**src/rtl/d_sram_like_bridge_wbuf_pkg.sv**
```systemverilog
// Shared constants and helpers for the data-side SRAM-like bridge.
// Holds the bus FSM encodings, the transfer size codes and the byte-enable to size decoder.
package d_bridge_pkg;

  localparam logic [2:0] StIdle   = 3'd0;
  localparam logic [2:0] StWrReq  = 3'd1;
  localparam logic [2:0] StWrWait = 3'd2;
  localparam logic [2:0] StRdReq  = 3'd3;
  localparam logic [2:0] StRdWait = 3'd4;

  localparam logic [1:0] SIZE_B = 2'd0;
  localparam logic [1:0] SIZE_H = 2'd1;
  localparam logic [1:0] SIZE_W = 2'd2;
  localparam logic [1:0] SIZE_D = 2'd3;

  // wen is zero-extended to 8 lanes; patterns that are not naturally aligned fall back to full width
  function automatic logic [1:0] wen_to_size(input logic [7:0] wen, input int unsigned strb_w);
    logic [1:0] full;
    full = (strb_w == 8) ? SIZE_D : SIZE_W;
    if (wen != 8'h00 && (wen & (wen - 8'h01)) == 8'h00) begin
      return SIZE_B;
    end
    if (wen == 8'h03 || wen == 8'h0c || wen == 8'h30 || wen == 8'hc0) begin
      return SIZE_H;
    end
    if (wen == 8'h0f || wen == 8'hf0) begin
      return SIZE_W;
    end
    return full;
  endfunction

endpackage

```
**src/rtl/d_sram_like_bridge_wbuf_if.sv**
```systemverilog
// SRAM-like bus between the data bridge (master) and the AXI adapter (slave).
interface d_sram_like_bridge_wbuf_if #(
  parameter int unsigned ADDR_W = 32,
  parameter int unsigned DATA_W = 32
);
  logic              data_req;
  logic              data_wr;
  logic [1:0]        data_size;
  logic [ADDR_W-1:0] data_addr;
  logic [DATA_W-1:0] data_wdata;
  logic [DATA_W-1:0] data_rdata;
  logic              data_addr_ok;
  logic              data_data_ok;

  modport master (
    output data_req, data_wr, data_size, data_addr, data_wdata,
    input  data_rdata, data_addr_ok, data_data_ok
  );

  modport slave (
    input  data_req, data_wr, data_size, data_addr, data_wdata,
    output data_rdata, data_addr_ok, data_data_ok
  );
endinterface

```
**src/rtl/d_sram_like_bridge_wbuf_fifo.sv**
```systemverilog
// Synchronous FIFO backing the posted write buffer.
// A pop on a full FIFO frees its slot for a push in the same cycle.
module wbuf_fifo #(
  parameter int unsigned WIDTH = 8,
  parameter int unsigned DEPTH = 4
) (
  input  logic             clk,
  input  logic             rst,
  input  logic             push,
  input  logic             pop,
  input  logic [WIDTH-1:0] wdata,
  output logic [WIDTH-1:0] head,
  output logic             full,
  output logic             empty
);
  localparam int unsigned PtrW = $clog2(DEPTH);
  localparam logic [PtrW:0] CountFull = (PtrW + 1)'(DEPTH);

  logic [WIDTH-1:0] mem_q [DEPTH];
  logic [PtrW-1:0]  wr_ptr_q, rd_ptr_q;
  logic [PtrW:0]    count_q;
  logic             do_push, do_pop;

  assign empty   = (count_q == '0);
  assign full    = (count_q == CountFull);
  assign do_pop  = pop & ~empty;
  assign do_push = push & (~full | do_pop);
  assign head    = mem_q[rd_ptr_q];

  always_ff @(posedge clk or negedge rst) begin
    if (!rst) begin
      wr_ptr_q <= '0;
      rd_ptr_q <= '0;
      count_q  <= '0;
    end else begin
      if (do_push) wr_ptr_q <= wr_ptr_q + PtrW'(1);
      if (do_pop)  rd_ptr_q <= rd_ptr_q + PtrW'(1);
      if (do_push && !do_pop) begin
        count_q <= count_q + (PtrW + 1)'(1);
      end else if (!do_push && do_pop) begin
        count_q <= count_q - (PtrW + 1)'(1);
      end
    end
  end

  always_ff @(posedge clk) begin
    if (do_push) mem_q[wr_ptr_q] <= wdata;
  end

endmodule

```
**src/rtl/d_sram_like_bridge_wbuf.sv**
```systemverilog
// Data-side SRAM to SRAM-like bridge with a posted write buffer.
// Stores retire through the buffer; loads wait for the buffer to drain, then issue one read.
module d_sram_like_bridge_wbuf
  import d_bridge_pkg::*;
#(
  parameter int unsigned ADDR_W     = 32,
  parameter int unsigned DATA_W     = 32,
  parameter int unsigned WBUF_DEPTH = 4
) (
  input  logic                  clk,
  input  logic                  rst,
  input  logic                  data_sram_en,
  input  logic [ADDR_W-1:0]     data_sram_addr,
  input  logic [DATA_W/8-1:0]   data_sram_wen,
  input  logic [DATA_W-1:0]     data_sram_wdata,
  output logic [DATA_W-1:0]     data_sram_rdata,
  output logic                  d_stall,
  input  logic                  longest_stall,
  d_sram_like_bridge_wbuf_if.master bus,
  output logic                  wbuf_empty
);
  localparam int unsigned STRB_W  = DATA_W / 8;
  localparam int unsigned ENTRY_W = ADDR_W + 2 + DATA_W;
  localparam logic [1:0]  SIZE_FULL = (DATA_W == 64) ? SIZE_D : SIZE_W;
  localparam logic [ADDR_W-1:0] AlignMask = ~ADDR_W'(STRB_W - 1);

  logic [2:0]         state_q, state_d;
  logic               st_acc_q, st_acc_d;
  logic               ld_done_q, ld_done_d;
  logic [DATA_W-1:0]  rdata_q;
  logic [ADDR_W-1:0]  rd_addr_q;

  logic               is_store, is_load;
  logic               fifo_push, fifo_pop, fifo_full, fifo_empty;
  logic               rd_ok;
  logic [7:0]         wen_ext;
  logic [ENTRY_W-1:0] push_entry, head_entry;
  logic [ADDR_W-1:0]  head_addr;
  logic [1:0]         head_size;
  logic [DATA_W-1:0]  head_wdata;
  logic               in_wr, in_rd;

  assign wen_ext  = 8'(data_sram_wen);
  assign is_store = data_sram_en & (|data_sram_wen);
  assign is_load  = data_sram_en & ~(|data_sram_wen);

  assign in_wr = (state_q == StWrReq) | (state_q == StWrWait);
  assign in_rd = (state_q == StRdReq) | (state_q == StRdWait);

  assign fifo_pop = ((state_q == StWrReq) & bus.data_addr_ok & bus.data_data_ok) |
                    ((state_q == StWrWait) & bus.data_data_ok);
  assign rd_ok    = ((state_q == StRdReq) & bus.data_addr_ok & bus.data_data_ok) |
                    ((state_q == StRdWait) & bus.data_data_ok);

  // st_acc marks a store already queued while the pipeline still holds it
  assign fifo_push  = is_store & ~st_acc_q & (~fifo_full | fifo_pop);
  assign push_entry = {data_sram_addr, wen_to_size(wen_ext, STRB_W), data_sram_wdata};
  assign {head_addr, head_size, head_wdata} = head_entry;

  wbuf_fifo #(
    .WIDTH (ENTRY_W),
    .DEPTH (WBUF_DEPTH)
  ) u_fifo (
    .clk   (clk),
    .rst   (rst),
    .push  (fifo_push),
    .pop   (fifo_pop),
    .wdata (push_entry),
    .head  (head_entry),
    .full  (fifo_full),
    .empty (fifo_empty)
  );

  always_comb begin
    state_d = state_q;
    case (state_q)
      StIdle: begin
        if (!fifo_empty) begin
          state_d = StWrReq;
        end else if (is_load && !ld_done_q) begin
          state_d = StRdReq;
        end
      end
      StWrReq: begin
        if (bus.data_addr_ok) state_d = bus.data_data_ok ? StIdle : StWrWait;
      end
      StWrWait: begin
        if (bus.data_data_ok) state_d = StIdle;
      end
      StRdReq: begin
        if (bus.data_addr_ok) state_d = bus.data_data_ok ? StIdle : StRdWait;
      end
      StRdWait: begin
        if (bus.data_data_ok) state_d = StIdle;
      end
      default: state_d = StIdle;
    endcase
  end

  assign st_acc_d  = longest_stall & (st_acc_q | fifo_push);
  assign ld_done_d = rd_ok | (longest_stall & ld_done_q);

  always_ff @(posedge clk or negedge rst) begin
    if (!rst) begin
      state_q   <= StIdle;
      st_acc_q  <= 1'b0;
      ld_done_q <= 1'b0;
      rdata_q   <= '0;
      rd_addr_q <= '0;
    end else begin
      state_q   <= state_d;
      st_acc_q  <= st_acc_d;
      ld_done_q <= ld_done_d;
      if (rd_ok) rdata_q <= bus.data_rdata;
      if (state_q == StIdle && state_d == StRdReq) begin
        rd_addr_q <= data_sram_addr & AlignMask;
      end
    end
  end

  assign bus.data_req   = (state_q == StWrReq) | (state_q == StRdReq);
  assign bus.data_wr    = in_wr;
  assign bus.data_size  = in_rd ? SIZE_FULL : head_size;
  assign bus.data_addr  = in_rd ? rd_addr_q : head_addr;
  assign bus.data_wdata = head_wdata;

  assign data_sram_rdata = rdata_q;
  assign d_stall = (is_store & ~st_acc_q & fifo_full & ~fifo_pop) | (is_load & ~ld_done_q);
  assign wbuf_empty = fifo_empty & ~in_wr;

endmodule
```
**src/flat_wrapper.sv**
```systemverilog
// flat-port wrapper written by rule: the top's interface ports become plain ports
module d_sram_like_bridge_wbuf_flat import d_bridge_pkg::*;
#(
  parameter int unsigned ADDR_W     = 32,
  parameter int unsigned DATA_W     = 32,
  parameter int unsigned WBUF_DEPTH = 4
)
  (clk, rst, data_sram_en, data_sram_addr, data_sram_wen, data_sram_wdata, data_sram_rdata, d_stall, longest_stall, wbuf_empty, bus_data_req, bus_data_wr, bus_data_size, bus_data_addr, bus_data_wdata, bus_data_rdata, bus_data_addr_ok, bus_data_data_ok);
  d_sram_like_bridge_wbuf_if #(.ADDR_W(ADDR_W), .DATA_W(DATA_W)) bus_i ();
  input  logic clk;
  input  logic rst;
  input  logic data_sram_en;
  input  logic [ADDR_W-1:0] data_sram_addr;
  input  logic [DATA_W/8-1:0] data_sram_wen;
  input  logic [DATA_W-1:0] data_sram_wdata;
  output logic [DATA_W-1:0] data_sram_rdata;
  output logic d_stall;
  input  logic longest_stall;
  output logic wbuf_empty;
  output wire logic [$bits(bus_i.data_req)-1:0] bus_data_req;
  output wire logic [$bits(bus_i.data_wr)-1:0] bus_data_wr;
  output wire logic [$bits(bus_i.data_size)-1:0] bus_data_size;
  output wire logic [$bits(bus_i.data_addr)-1:0] bus_data_addr;
  output wire logic [$bits(bus_i.data_wdata)-1:0] bus_data_wdata;
  input wire logic [$bits(bus_i.data_rdata)-1:0] bus_data_rdata;
  input wire logic [$bits(bus_i.data_addr_ok)-1:0] bus_data_addr_ok;
  input wire logic [$bits(bus_i.data_data_ok)-1:0] bus_data_data_ok;
  assign bus_data_req = bus_i.data_req;
  assign bus_data_wr = bus_i.data_wr;
  assign bus_data_size = bus_i.data_size;
  assign bus_data_addr = bus_i.data_addr;
  assign bus_data_wdata = bus_i.data_wdata;
  assign bus_i.data_rdata = bus_data_rdata;
  assign bus_i.data_addr_ok = bus_data_addr_ok;
  assign bus_i.data_data_ok = bus_data_data_ok;
  d_sram_like_bridge_wbuf #(.ADDR_W(ADDR_W), .DATA_W(DATA_W), .WBUF_DEPTH(WBUF_DEPTH)) u_core (.clk(clk), .rst(rst), .data_sram_en(data_sram_en), .data_sram_addr(data_sram_addr), .data_sram_wen(data_sram_wen), .data_sram_wdata(data_sram_wdata), .data_sram_rdata(data_sram_rdata), .d_stall(d_stall), .longest_stall(longest_stall), .bus(bus_i), .wbuf_empty(wbuf_empty));
endmodule
```
**config.mk**
```make
export PLATFORM = sky130hd
export DESIGN_NAME = d_sram_like_bridge_wbuf_flat
export DESIGN_NICKNAME = d
export VERILOG_FILES = /design/src/rtl/d_sram_like_bridge_wbuf_pkg.sv /design/src/rtl/d_sram_like_bridge_wbuf_if.sv /design/src/rtl/d_sram_like_bridge_wbuf_fifo.sv /design/src/rtl/d_sram_like_bridge_wbuf.sv /design/src/flat_wrapper.sv
export SDC_FILE = /design/constraint.sdc
export NUM_CORES = 1
export LEC_CHECK = 0
export CAP_MARGIN = 20
export CORE_ASPECT_RATIO = 1.5
export CORE_MARGIN = 4
export CORE_UTILIZATION = 50
export DETAILED_ROUTE_END_ITERATION = 7
export GPL_TIMING_DRIVEN = 0
export HOLD_SLACK_MARGIN = 0.03
export PLACE_DENSITY = 0.71
export SLEW_MARGIN = 5
export SYNTH_ARGS = -nofsm -noshare
export SYNTH_HDL_FRONTEND = slang
export SYNTH_HIERARCHICAL = 1
export SYNTH_SLANG_ARGS = --single-unit
```
**constraint.sdc**
```tcl
create_clock -name clk -period 4.1 [get_ports clk]
set_input_delay 0.41 -clock clk [delete_from_list [all_inputs] [get_ports clk]]
set_output_delay 0.41 -clock clk [all_outputs]
set_load 0.01 [all_outputs]
```
After elaboration in Yosys (flattened, before gate mapping)

Memories as Yosys holds them, arrays and structs flattened.
Cells that the tools add are included.

Add/subtract/negate cells: 5
Multiply operators: 0
Divide/modulo/power cells: 0
$lt $le $gt $ge: 0
Equal/unequal tests: 9
Shifts and indexed selects: 0
Muxes and demuxes: 26
Bitwise operators: 36
Reduce and logical (&&, ||, !) cells: 16

Operators by type and width:

| cell                                                                  | count |
|---|---|
| 32-bit 2-to-1 mux                                                     | 1 |
| 3-bit 2-to-1 mux                                                      | 8 |
| 1-bit AND                                                             | 18 |
| 2-bit 2-to-1 mux                                                      | 8 |
| 3-bit one-hot mux with 4 select lines                                 | 1 |
| 1-bit OR                                                              | 10 |
| 3-bit by 2-bit equality test with 1-bit output, second input constant | 3 |
| 4-bit by 8-bit AND with 8-bit output                                  | 1 |
| 4-bit equality test, second input constant                            | 2 |
| 8-bit zero test                                                       | 1 |
| 1-bit 2-to-1 mux                                                      | 8 |
| 8-bit nonzero test                                                    | 1 |
| 1-bit inverter                                                        | 7 |
| 3-bit equality test, second input constant                            | 2 |
| 3-bit zero test                                                       | 2 |
| 1-bit logical AND                                                     | 5 |
| 4-bit by 1-bit subtractor with 5-bit output, second input constant    | 1 |
| 2-bit by 1-bit adder with 2-bit output, second input constant         | 2 |
| 4-bit by 2-bit equality test with 1-bit output, second input constant | 1 |
| 4-bit OR reduction                                                    | 1 |
| 3-bit by 1-bit adder with 3-bit output, second input constant         | 1 |
| 3-bit by 1-bit equality test with 1-bit output, second input constant | 1 |
| 1-bit zero test                                                       | 3 |
| 3-bit by 1-bit subtractor with 3-bit output, second input constant    | 1 |
| other kinds (3)                                                       | 3 |

Register bits after elaboration: 74
Bits in latches: 0
Memory bits (writable): 264
ROM bits: 0
Input port bits: 106
Output and inout port bits: 102
Logic and storage cells: 101
Memories kept: 1

Memory list:

| memory              | words | width | read ports | clocked after memory_dff | wr ports | line                               | text |
|---|---|---|---|---|---|---|---|
| u_core.u_fifo.mem_q | 4     | 66    | 1          | 0                        | 1        | d_sram_like_bridge_wbuf_fifo.sv:19 | `logic [WIDTH-1:0] mem_q [DEPTH];` |

Longest topological paths before layout

Depth in word-level cells: 11
Depth in mapped cells: 11
Mapped depth without buffers: 10

By module

Netlist, hierarchy kept.

By module, submodules not included:

| module                  | instances | cells an instance | area an instance (µm²) |
|---|---|---|---|
| wbuf_fifo               | 1         | 380               | 9965.8 |
| d_sram_like_bridge_wbuf | 1         | 219               | 3240.6 |

Worst setup path after synthesis

Ideal clock, no wire load.

Path type: in2reg
Start: in data_sram_wen[0]
End: mem u_core/u_fifo/mem_q[0][0] (netlist bit), enable pin
Library setup time: 0.431 ns
Arrival time: 2.965 ns
Required time: 3.669 ns
Setup slack: 0.704 ns
Stages on the path: 5
Cell sequence: nor4_2 or3b_2 nor3_1 a21boi_2 and2_1

Longest elaborated chain between the ends: 7

RTL lines:

| what                                   | line                               | text |
|---|---|---|
| start, declared                        | flat_wrapper.sv:14                 | `input logic [DATA_W/8-1:0] data_sram_wen;` |
| 4-bit OR reduction                     | d_sram_like_bridge_wbuf.sv:44      | `assign is_store = data_sram_en & (\|data_sram_wen);` |
| 1-bit AND                              | d_sram_like_bridge_wbuf.sv:44      |  |
| 1-bit AND (2 in a row)                 | d_sram_like_bridge_wbuf.sv:56      | `assign fifo_push = is_store & ~st_acc_q & (~fifo_full \| fifo_pop);` |
| net u_core.fifo_push                   | d_sram_like_bridge_wbuf.sv:34      | `logic fifo_push, fifo_pop, fifo_full, fifo_empty;` |
| 1-bit AND                              | d_sram_like_bridge_wbuf_fifo.sv:27 | `assign do_push = push & (~full \| do_pop);` |
| net u_core.u_fifo.do_push              | d_sram_like_bridge_wbuf_fifo.sv:22 | `logic do_push, do_pop;` |
| 1-bit 2-to-1 mux                       | d_sram_like_bridge_wbuf_fifo.sv:47 | `if (do_push) mem_q[wr_ptr_q] <= wdata;` |
| 1-bit 2-to-1 mux (implied by the code) | d_sram_like_bridge_wbuf_fifo.sv:47 |  |
| end, declared                          | d_sram_like_bridge_wbuf_fifo.sv:19 |  |

The timed path passes the listed nets, and every way through them passes these cells.

Final worst setup path

Start: reg u_core.state_q[2]
End: out bus_data_addr[23]

Longest elaborated chain between the ends: 3
Elaborated cells between the ends (all ways): 4
Those cells by class: eq/ne (2); mux (1); bitwise (1)

RTL lines:

| what                                                                                  | line                           | text |
|---|---|---|
| start, declared                                                                       | d_sram_like_bridge_wbuf.sv:27  | `logic [2:0] state_q, state_d;` |
| start signal, assigned                                                                | d_sram_like_bridge_wbuf.sv:105 | `state_q <= StIdle;` |
| start signal, assigned                                                                | d_sram_like_bridge_wbuf.sv:111 | `state_q <= state_d;` |
| 3-bit by 2-bit equality test with 1-bit output or 3-bit equality test (tied branches) | d_sram_like_bridge_wbuf.sv:48  | `assign in_rd = (state_q == StRdReq) \| (state_q == StRdWait);` |
| 1-bit OR *                                                                            | d_sram_like_bridge_wbuf.sv:48  |  |
| 32-bit 2-to-1 mux *                                                                   | d_sram_like_bridge_wbuf.sv:124 | `assign bus.data_addr = in_rd ? rd_addr_q : head_addr;` |
| end, declared                                                                         | flat_wrapper.sv:23             | `output wire logic [$bits(bus_i.data_addr)-1:0] bus_data_addr;` |

Every way passes the cells marked *; elsewhere a longest branch is shown, timed or not.

==> impl_metrics.ini <==
[floorplanning]
start_util_pct = 50.90
ios = 208
dieHeight_um = 207.0
core_mm2 = 0.02594
placementRows = 72
die_area_mm2 = 0.02913
die_w_um = 140.7

[setup_path]
crit_type = reg2out
arrival_ns = 3.08
crit_fanout = 10
cp-start-kind = register
worstSetupEndpointType = output pin
worstPathRequired_ns = 3.69

[logic_synthesis]
yosys_register_bits = 338
syn_area_per_cell_um2 = 22.05
yosysSeqAreaShare_pct = 74.05
syn-cell-area_mm2 = 0.01321
ys_types = 40
synth_area_leaders = edfxtp_1, dfrtp_1, mux4_2
mappedNetlistNets = 711
yosysTopAreaCellShare_pct = 60.03
syn_inst = 599
ys_warn_count = 6
yosys.area.top_type = edfxtp_1

[power]
leakage_nw = 6.043
ir_drop_mv = 0.5426
p_per_area_mw_per_mm2 = 700.1

[timing]
layout_min_cycle_time_ns = 3.492
max_freq_mhz = 286.3
relSlewSlack_pct = 51.57
fin_worst_skew_ns = 0.01086
fin_crit_sh_pct = 85.18
worst-slew-pin-transition_ns = 0.7265
rsz0062_at_grt = false
setup-tns-final_ns = 0
slew_viol_final = 0
hold_violations = 0
setup_viol = 0

[clocking]
post-cts-setup-buffer-count = 0
cts_tree = done
htreeDepth = 1
clk-insertion-delay-late_ns = 0.55
cts_buffers = 31
cts_root_buf = clkbuf_16
clk_pin_slew_ns = 0.06
cts_buffer_depth = 3
clock_sinks = 338

[min_path]
min_path_type = in2async

[outcome]
status = completed

[finish]
design_area_mm2 = 0.01678
area_growth_pct = 27.08
nets = 957
fill_cells = 1792
layout-drive-gt1-share_pct = 28.19

[routing]
dr.pass1.iters = 4
drtIter0Drc = 245
drc_errors = 0
routed-via-count = 6525
route.detailed.wl_per_inst_um = 22.47
wl_um = 27030
drtAntennaViolNets = 0
vias_per_cell = 5.424

[place]
hpwl_um = 17730
port_buffers = 207
gp_congestion = 0.7814
place_area_mm2 = 0.01583

[grt]
grt_pass1_wl_um = 42660
grt_usage_pct = 18.73
grt_antenna_before_repair = 2
grt_pass1_vias = 7400
grt_max_degree = 63
grt_overflow = 0

[job]
drv_cap = 0
-- cells in the mapped netlist --
cell      number
xor2_1         2
nor2b_1        3
clkbuf_2       1
nand4b_2       1
a211oi_1       1
nor2_1         5
edfxtp_1     264
nor4_2         1
a21boi_2       1
ha_1           5
inv_1          8
buf_6          5
buf_2          5
o41ai_1        1
dfrtp_1       74
mux2_2        62
a311oi_1       1
o21ai_2        1
and3_1         2
nand2_1        5
and2_1         8
or3b_2         1
o31ai_1        2
nor3b_2        2
buf_1          3
a21oi_1        3
nand2b_1       5
xnor2_1        5
and4b_1        1
a21oi_2        1
mux4_2        66
a31o_2         1
nor3_1         3
nor4b_2        1
buf_4         10
mux2_1         3
fa_1           1
nand3b_1       3
mux2_4        29
buf_12         3
-- logic make-up (layout without fill, tap and decap cells) --
group                    count (synthesis)  after routing  share of synthesized area [%]
buffers and inverters                   35            305                          1.989
other                                    0              1                              0
XOR/XNOR                                 7              7                         0.4642
multiplexers                           160            160                          20.09
AO/OA/AOI/OAI                           12             12                         0.7011
flip-flops                             338            338                          74.05
AND/OR/NAND/NOR                         41             41                          2.075
adder cells (fa/ha/maj)                  6              6                         0.6253
-- flip-flops by register name, summed over array words and instances (netlist names) --
name	cells
u_core/u_fifo/mem_q	264
u_core/data_sram_rdata	32
u_core/rd_addr_q	30
u_core/state_q	3
u_core/u_fifo/count_q	3
u_core/u_fifo/rd_ptr_q	2
u_core/u_fifo/wr_ptr_q	2
u_core/ld_done_q	1
u_core/st_acc_q	1
-- per-layer routing --
metal,GRT usage (%),part of all wire (%)
met5,0,0.044
met4,5.550,2.5
met3,4.061,6.0
met2,33.23,53
met1,22.99,38
-- critical path: stages (launching register included) --
cell             delay (ns)
dfrtp_1                0.36
clkbuf_2               0.17
nor3b_2                0.21
a21oi_2                0.54
buf_4                  0.34
mux2_2                 0.35
clkdlybuf4s50_1        0.54
-- area by class of cell --
| type | instances | area [µm²] | area share (%) |
|---|---|---|---|
| Buffer | 27 | 232.7 | 1.387 |
| Clock buffer | 44 | 874.6 | 5.211 |
| Timing Repair Buffer | 213 | 2210 | 13.17 |
| Clock inverter | 13 | 62.56 | 0.3728 |
| Tap cell | 333 | 416.7 | 2.483 |
| Inverter | 8 | 30.03 | 0.1789 |
| Multi-Input combinational cell | 226 | 3174 | 18.91 |
| Antenna cell | 1 | 2.502 | 0.01491 |
| Sequential cell | 338 | 9779 | 58.27 |
-- through the flow --
stage / instances / total power, mW / utilization (%) / setup WS (ns) / hold WS [ns]
2_1_floorplan: 599 / 7.158 / - / 0.7041 / 0.1144
3_3_place_gp: 1139 / 9.120 / 60.49 / -1.213 / 0.4611
3_5_place_dp: 1144 / 9.263 / 61.02 / 0.6980 / 0.2884
4_1_cts: 1202 / 11.95 / 64.68 / 0.5767 / 0.2272
5_1_grt: 1203 / 12.34 / 64.68 / 0.5110 / 0.2500
6_report: 1203 / 11.75 / 64.68 / 0.6077 / 0.2504
-- report_power, final --
part	total, mW	internal [mW]	switching (mW)	leakage (nW)
combinational	4.42	2.51	1.91	2.23
sequential	4.68	4.44	0.240	3.35
clock	2.65	1.48	1.17	0.467
total	11.7	8.42	3.33	6.04
-- layout by cell type, fill, tap and decap left out, types with 8 or more instances in the layout --
master             n
clkdlybuf4s50_1  206
clkbuf_16         31
clkbuf_1           8
mux2_4            29
buf_4             11
dfrtp_1           74
mux2_2            62
mux4_2            66
edfxtp_1         264
inv_1              8
-- worst paths after layout --
check	cells past startpoint	slack [ns]	start	end
worst max-delay path	6	0.61	u_core/state_q[2]	bus_data_addr[23]
worst min register to register	1	0.50	u_core/u_fifo/count_q[2]	u_core/u_fifo/count_q[2]
worst max register to register	7	1.38	u_core/state_q[1]	u_core/u_fifo/mem_q[0][58]
worst min-delay path	2	0.25	rst	u_core/data_sram_rdata[3]
max in group asynchronous	3	3.25	rst	u_core/rd_addr_q[26]
min in group clk	2	0.45	bus_data_rdata[17]	u_core/data_sram_rdata[17]
-- what timing repair did --
| item | CTS | global route |
|---|---|---|
| hold buffers | 1 | 0 |
| endpoints found under the hold margin | 12 | 0 |
| resized for setup | 0 | 0 |
| setup endpoints to repair | 0 | 0 |
Power figures use the tool's default switching activity.
